**config.mk**
```make
export PLATFORM = sky130hd
export DESIGN_NAME = sipo_deserializer
export DESIGN_NICKNAME = d
export VERILOG_FILES = /design/src/rtl/sipo_pkg.sv /design/src/rtl/sipo_bit_counter.sv /design/src/rtl/sipo_deserializer.sv
export SDC_FILE = /design/constraint.sdc
export NUM_CORES = 1
export LEC_CHECK = 0
export CORE_UTILIZATION = 30
export CTS_CLUSTER_DIAMETER = 150
export DETAILED_ROUTE_END_ITERATION = 8
export PLACE_DENSITY = 0.54
export SLEW_MARGIN = 10
export SYNTH_ARGS = -nofsm -noshare
export SYNTH_HDL_FRONTEND = slang
export SYNTH_SLANG_ARGS = --single-unit
```
**constraint.sdc**
```tcl
create_clock -name clk -period 3.05 [get_ports clk]
set_input_delay 0.61 -clock clk [delete_from_list [all_inputs] [get_ports clk]]
set_output_delay 0.61 -clock clk [all_outputs]
set_load 0.05 [all_outputs]
```
**src/rtl/sipo_pkg.sv**
```systemverilog
// ---------------------------------------------------------------------------
// sipo_pkg
//   Shared definitions for the SIPO deserializer slice:
//     - sipo_state_e : output-register FSM encoding (COLLECT / HOLD)
//     - cnt_width()  : width of the bit-position counter for a given WIDTH
//   The counter must be able to hold WIDTH itself (the parity position when
//   the optional parity bit is enabled), hence clog2(WIDTH+1).
// ---------------------------------------------------------------------------
package sipo_pkg;

  // COLLECT: no word held on the output. HOLD: pout_valid is asserted.
  typedef enum logic {
    ST_COLLECT = 1'b0,
    ST_HOLD    = 1'b1
  } sipo_state_e;

  function automatic int cnt_width(input int width);
    return $clog2(width + 1);
  endfunction

endpackage

```
**src/rtl/sipo_bit_counter.sv**
```systemverilog
// ---------------------------------------------------------------------------
// sipo_bit_counter
//   Bit-position counter for the deserializer. Counts 0..LAST and wraps.
//   Ports:
//     clk    in  1  clock, rising edge
//     clr    in  1  synchronous active-high reset, dominates everything
//     en     in  1  advance by one (one serial bit captured this cycle)
//     align  in  1  restart the count; with en the restarting bit is bit 0,
//                   so the counter lands on 1 instead of 0
//     tc     out 1  terminal count: the current bit is the last of a word
// ---------------------------------------------------------------------------
module sipo_bit_counter #(
  parameter int CW   = 3,
  parameter int LAST = 3
) (
  input  logic clk,
  input  logic clr,
  input  logic en,
  input  logic align,
  output logic tc
);

  localparam logic [CW-1:0] LAST_C = CW'(LAST);
  localparam logic [CW-1:0] ONE_C  = CW'(1);

  logic [CW-1:0] cnt_q;
  logic [CW-1:0] cnt_d;

  assign tc = (cnt_q == LAST_C);

  // Align takes priority over the terminal-count wrap, so a realign on the
  // last bit position never produces a completed word.
  always_comb begin
    cnt_d = cnt_q;
    if (align) begin
      cnt_d = en ? ONE_C : '0;
    end else if (en) begin
      cnt_d = tc ? '0 : (cnt_q + ONE_C);
    end
  end

  always_ff @(posedge clk) begin
    if (clr) begin
      cnt_q <= '0;
    end else begin
      cnt_q <= cnt_d;
    end
  end

endmodule

```
**src/rtl/sipo_deserializer.sv**
```systemverilog
// ---------------------------------------------------------------------------
// sipo_deserializer
//   Serial-in / parallel-out stage. Collects WIDTH serial bits into a word and
//   presents it on a registered output with a valid/ready handshake. Bit
//   capture never stalls; only the output register is back-pressured, and a
//   word completed while the held word is not being accepted is dropped and
//   recorded in the sticky overrun flag.
//
//   Optional feature macro: SIPO_PARITY_CHECK_EN
//     defined   : each word is WIDTH data bits plus one trailing even-parity
//                 bit (not stored in pout); parity_err is loaded with pout.
//     undefined : words are WIDTH bits; parity_err is tied to 0.
//
//   Parameters:
//     WIDTH      data bits per word (>= 2)
//     MSB_FIRST  1: first received bit lands in pout[WIDTH-1]
//                0: first received bit lands in pout[0]
//   Ports:
//     clk         in  1      clock, rising edge
//     clr         in  1      synchronous active-high reset
//     sin         in  1      serial data, sampled when shift_en=1
//     shift_en    in  1      one bit is presented on sin this cycle
//     align       in  1      discard partial word, restart bit count
//     pout        out WIDTH  assembled word, stable while pout_valid=1
//     pout_valid  out 1      word available
//     pout_ready  in  1      consumer accepts when pout_valid && pout_ready
//     overrun     out 1      sticky: a completed word was dropped
//     parity_err  out 1      parity mismatch on the current pout
// ---------------------------------------------------------------------------
module sipo_deserializer
  import sipo_pkg::*;
#(
  parameter int WIDTH     = 4,
  parameter bit MSB_FIRST = 1'b1
) (
  input  logic             clk,
  input  logic             clr,
  input  logic             sin,
  input  logic             shift_en,
  input  logic             align,
  output logic [WIDTH-1:0] pout,
  output logic             pout_valid,
  input  logic             pout_ready,
  output logic             overrun,
  output logic             parity_err
);

  localparam int CW = cnt_width(WIDTH);
`ifdef SIPO_PARITY_CHECK_EN
  localparam int LAST = WIDTH;
`else
  localparam int LAST = WIDTH - 1;
`endif

  sipo_state_e      state_q;
  sipo_state_e      state_d;
  logic [WIDTH-1:0] sr_q;
  logic [WIDTH-1:0] sr_d;
  logic [WIDTH-1:0] pout_q;
  logic [WIDTH-1:0] pout_d;
  logic             overrun_q;
  logic             overrun_d;

  logic             cnt_tc;
  logic             word_done;
  logic             data_bit;
  logic             load_word;
  logic [WIDTH-1:0] sr_base;
  logic [WIDTH-1:0] sr_shifted;
  logic [WIDTH-1:0] word;

  sipo_bit_counter #(
    .CW   (CW),
    .LAST (LAST)
  ) u_bit_counter (
    .clk   (clk),
    .clr   (clr),
    .en    (shift_en),
    .align (align),
    .tc    (cnt_tc)
  );

  // A word completes on the last bit position, unless a realign arrives on
  // the same edge.
  assign word_done = shift_en && cnt_tc && !align;

`ifdef SIPO_PARITY_CHECK_EN
  // The trailing parity bit is consumed by the checker, not shifted in, so
  // the completed data word is whatever the shift register already holds.
  assign data_bit = !cnt_tc;
  assign word     = sr_q;
`else
  // The last data bit is presented on the completing edge itself, so the
  // word taken into pout is the shift register including that bit.
  assign data_bit = 1'b1;
  assign word     = sr_shifted;
`endif

  // Shift path. Realign clears the register first so a bit presented on
  // the same edge becomes the first bit of a fresh word.
  always_comb begin
    sr_base = align ? '0 : sr_q;
    if (MSB_FIRST) begin
      sr_shifted = {sr_base[WIDTH-2:0], sin};
    end else begin
      sr_shifted = {sin, sr_base[WIDTH-1:1]};
    end

    sr_d = sr_q;
    if (align) begin
      sr_d = shift_en ? sr_shifted : '0;
    end else if (shift_en && data_bit) begin
      sr_d = sr_shifted;
    end
  end

  // Output FSM. A completion while HOLD is being accepted replaces the word
  // with no idle cycle; a completion while HOLD is stalled is dropped.
  always_comb begin
    state_d   = state_q;
    overrun_d = overrun_q;
    load_word = 1'b0;
    case (state_q)
      ST_COLLECT: begin
        if (word_done) begin
          load_word = 1'b1;
          state_d   = ST_HOLD;
        end
      end
      ST_HOLD: begin
        if (word_done) begin
          if (pout_ready) begin
            load_word = 1'b1;
          end else begin
            overrun_d = 1'b1;
          end
        end else if (pout_ready) begin
          state_d = ST_COLLECT;
        end
      end
      default: begin
        state_d = ST_COLLECT;
      end
    endcase
    pout_d = load_word ? word : pout_q;
  end

  always_ff @(posedge clk) begin
    if (clr) begin
      state_q   <= ST_COLLECT;
      sr_q      <= '0;
      pout_q    <= '0;
      overrun_q <= 1'b0;
    end else begin
      state_q   <= state_d;
      sr_q      <= sr_d;
      pout_q    <= pout_d;
      overrun_q <= overrun_d;
    end
  end

`ifdef SIPO_PARITY_CHECK_EN
  logic parity_err_q;
  logic parity_err_d;
  logic word_perr;

  // Even parity: data bits XOR parity bit must be 0. The flag travels with
  // pout, so a dropped word leaves it untouched.
  always_comb begin
    word_perr    = (^sr_q) ^ sin;
    parity_err_d = load_word ? word_perr : parity_err_q;
  end

  always_ff @(posedge clk) begin
    if (clr) begin
      parity_err_q <= 1'b0;
    end else begin
      parity_err_q <= parity_err_d;
    end
  end

  assign parity_err = parity_err_q;
`else
  assign parity_err = 1'b0;
`endif

  assign pout       = pout_q;
  assign pout_valid = (state_q == ST_HOLD);
  assign overrun    = overrun_q;

endmodule
```
==> results.toml <==
[floorplanning]
num_rows = 14
die_height_um = 43.2
core_um2 = 1540
dieArea_um2 = 1860
ios = 13
start_util_pct = 33.0
die_w_um = 43.2

[sta]
setup_viol = 0
post-route-min-period_ps = 2020
hold_viol = 0
slew_violations = 0
period_share_pct = 66.4
rsz0062_at_grt = "no"
fin_skew_ps = 0.928
hold_slack_ps = 467
fmaxAchievable_ghz = 0.494
tns_ps = 0
finalWorstSetupSlack_ps = 1030

[worst_hold_path]
hp-start = "u_bit_counter.cnt_q[2]"
hold_path.class = "reg2reg"

[worst_setup_path]
startpoint_type = "register"
crit_chain = "clkdlybuf4s50_1"
slowest_stage = "clkdlybuf4s50_1"
cp_num_buf_inv = 1
worstPathArrival_ps = 1410
required_ps = 2440
endpoint_kind = "output pin"
crit_path_start = "pout_valid"
critical_path_class = "reg2out"
max_stage_delay_ps = 810
critPathMaxFanout = 3
r2r_start = "u_bit_counter.cnt_q[0]"
cp_top_family = "buffers and inverters"

[layout]
regArea_um2 = 240
layout_commonest_cell = "dfxtp_1"
drive_gt1_share_pct = 6.06
multi_input_area_um2 = 240
mostFrequentLayoutCells = "dfxtp_1 (12), clkdlybuf4s50_1 (11), a21oi_1 (9)"
final_nets = 75
num-fill-cells = 165
layout-area-overhead-vs-synth_pct = 25.4
diodes = 0

[detailed_routing]
route.detailed.wl_per_inst_um = 12.0
dr.pass1.iters = 4
via_per_inst = 4.95
ant_nets = 0
drtIter0Drc = 11
wl_um = 984
drc = 0
route.vias.total = 406

[clocking]
cts_tree = "yes"
cts_buffer_depth = 2
cts_setup_buffers = 0
ctsHoldBuffers = 0
cts_buffers = 3
cts-root-buf = "clkbuf_4"
clkTransAtPathRegs_ps = 70
post_cts_resized = 0
cts_sinks = 12
insertion_delay_ps = 270
cts_max_level = 1

[global_routing]
grt_pass1_wl_um = 1580
antenna_found_initial = 0
grt_pass1_vias = 366
gr-total-overflow = 0
grt_max_degree = 13
grt_util_all_layers_pct = 12.1
top_usage_layer = "met1"
gr-usage-met3_pct = 3.83
use_met1_pct = 15.8
use_met2_pct = 15.2

[synth]
yosysUniqueCellTypes = 22
synth_area_per_cell_um2 = 9.07
synth_nets = 63
ys_warn_count = 0
mappedNetlistArea_um2 = 508
syn-instance-count = 56
yosysSeqAreaShare_pct = 47.3
ys_ff_latch = 12

[pwr]
clockPowerShare_pct = 33.9
power_frac_seq_pct = 58.0
p_sw_share_pct = 22.3
p_int_uw = 215
power_uw = 277
power.density_nw_per_um2 = 434
p_switching_uw = 61.8
cellLeakagePower_nw = 0.220
peakVddDrop_mv = 0.242
power_frac_comb_pct = 8.1

[place]
port_buffers = 11
dp_slack_ps = 1040
place_hpwl_um = 704
place.gp.congestion = 0.652

[run]
maxCapViolCount = 0

[run_status]
status = "finished clean"
[flip-flops by register name (all words and copies together) (netlist names)]
signal and count:
sr_q 3, u_bit_counter.cnt_q 3, pout_valid 1, pout 4
overrun 1
[cells by family after synthesis]
family,Yosys count,synth area share [%]
muxes,2,3.94
buffers and inverters,5,5.42
AOI/OAI and AO/OA,15,15.0
and+or+nand+nor,20,25.1
other,1,0.738
adders and majority gates,1,2.46
DFF,12,47.3
[Yosys cell counts (all sizes together)]
| master | n | area share [%] |
|---|---|---|
| a31oi | 1 | 1.2 |
| nor3 | 3 | 3.0 |
| conb | 1 | 0.74 |
| inv | 1 | 0.74 |
| nand2 | 1 | 0.74 |
| nand2b | 3 | 3.7 |
| a21oi | 9 | 8.9 |
| nand4b | 2 | 3.4 |
| and4bb | 1 | 2.5 |
| nand4bb | 1 | 2.2 |
| dfxtp | 12 | 47 |
| o21ai | 5 | 4.9 |
| nor3b | 1 | 1.5 |
| nor2b | 2 | 2.5 |
| ha | 1 | 2.5 |
| nand3 | 2 | 2.0 |
| nand3b | 1 | 1.5 |
| nor2 | 3 | 2.2 |
| clkbuf | 1 | 0.74 |
| buf | 3 | 3.9 |
| mux2i | 2 | 3.9 |
[path summary, 6_finish.rpt]
check,depth (start not counted),to,slack (ps)
worst min register to register,2,u_bit_counter.cnt_q[2],470
worst min-delay path,2,u_bit_counter.cnt_q[2],470
worst max-delay path,1,pout_valid,1030
worst max register to register,4,pout[0],1810
[metal layers]
metal  share of wire [%]  up-vias
li1                    -      218
met1                  52      180
met2                  43        6
met3                 3.2        2
met4                 1.1        0
met5                   0        -
[final cells by class]
| class | instances | area share [%] |
|---|---|---|
| inverters | 1 | 0.589 |
| clock buffers | 3 | 3.54 |
| flip-flops and latches | 12 | 37.7 |
| multi-input cells | 39 | 37.7 |
| repair buffers | 11 | 17.3 |
| well taps | 16 | 3.14 |
[power by group through the flow]
stage	clock [mW]	combinational, mW	sequential, mW
after global placement	0	0.0225	0.164
after CTS	0.0993	0.0228	0.160
after global routing	0.104	0.0246	0.161
final	0.0937	0.0224	0.161
after floorplan	0	0.0158	0.164
after detailed placement	0	0.0228	0.164
[metrics by stage]
stage / util, % / instance area [um^2] / instances
global placement: 39.9 / 614 / 79
finish: 41.3 / 637 / 82
floorplan: - / 508 / 56
CTS: 41.3 / 637 / 82
detailed placement: 39.9 / 614 / 79
global route: 41.3 / 637 / 82
Note: power is estimated with default switching activity, not from simulation.
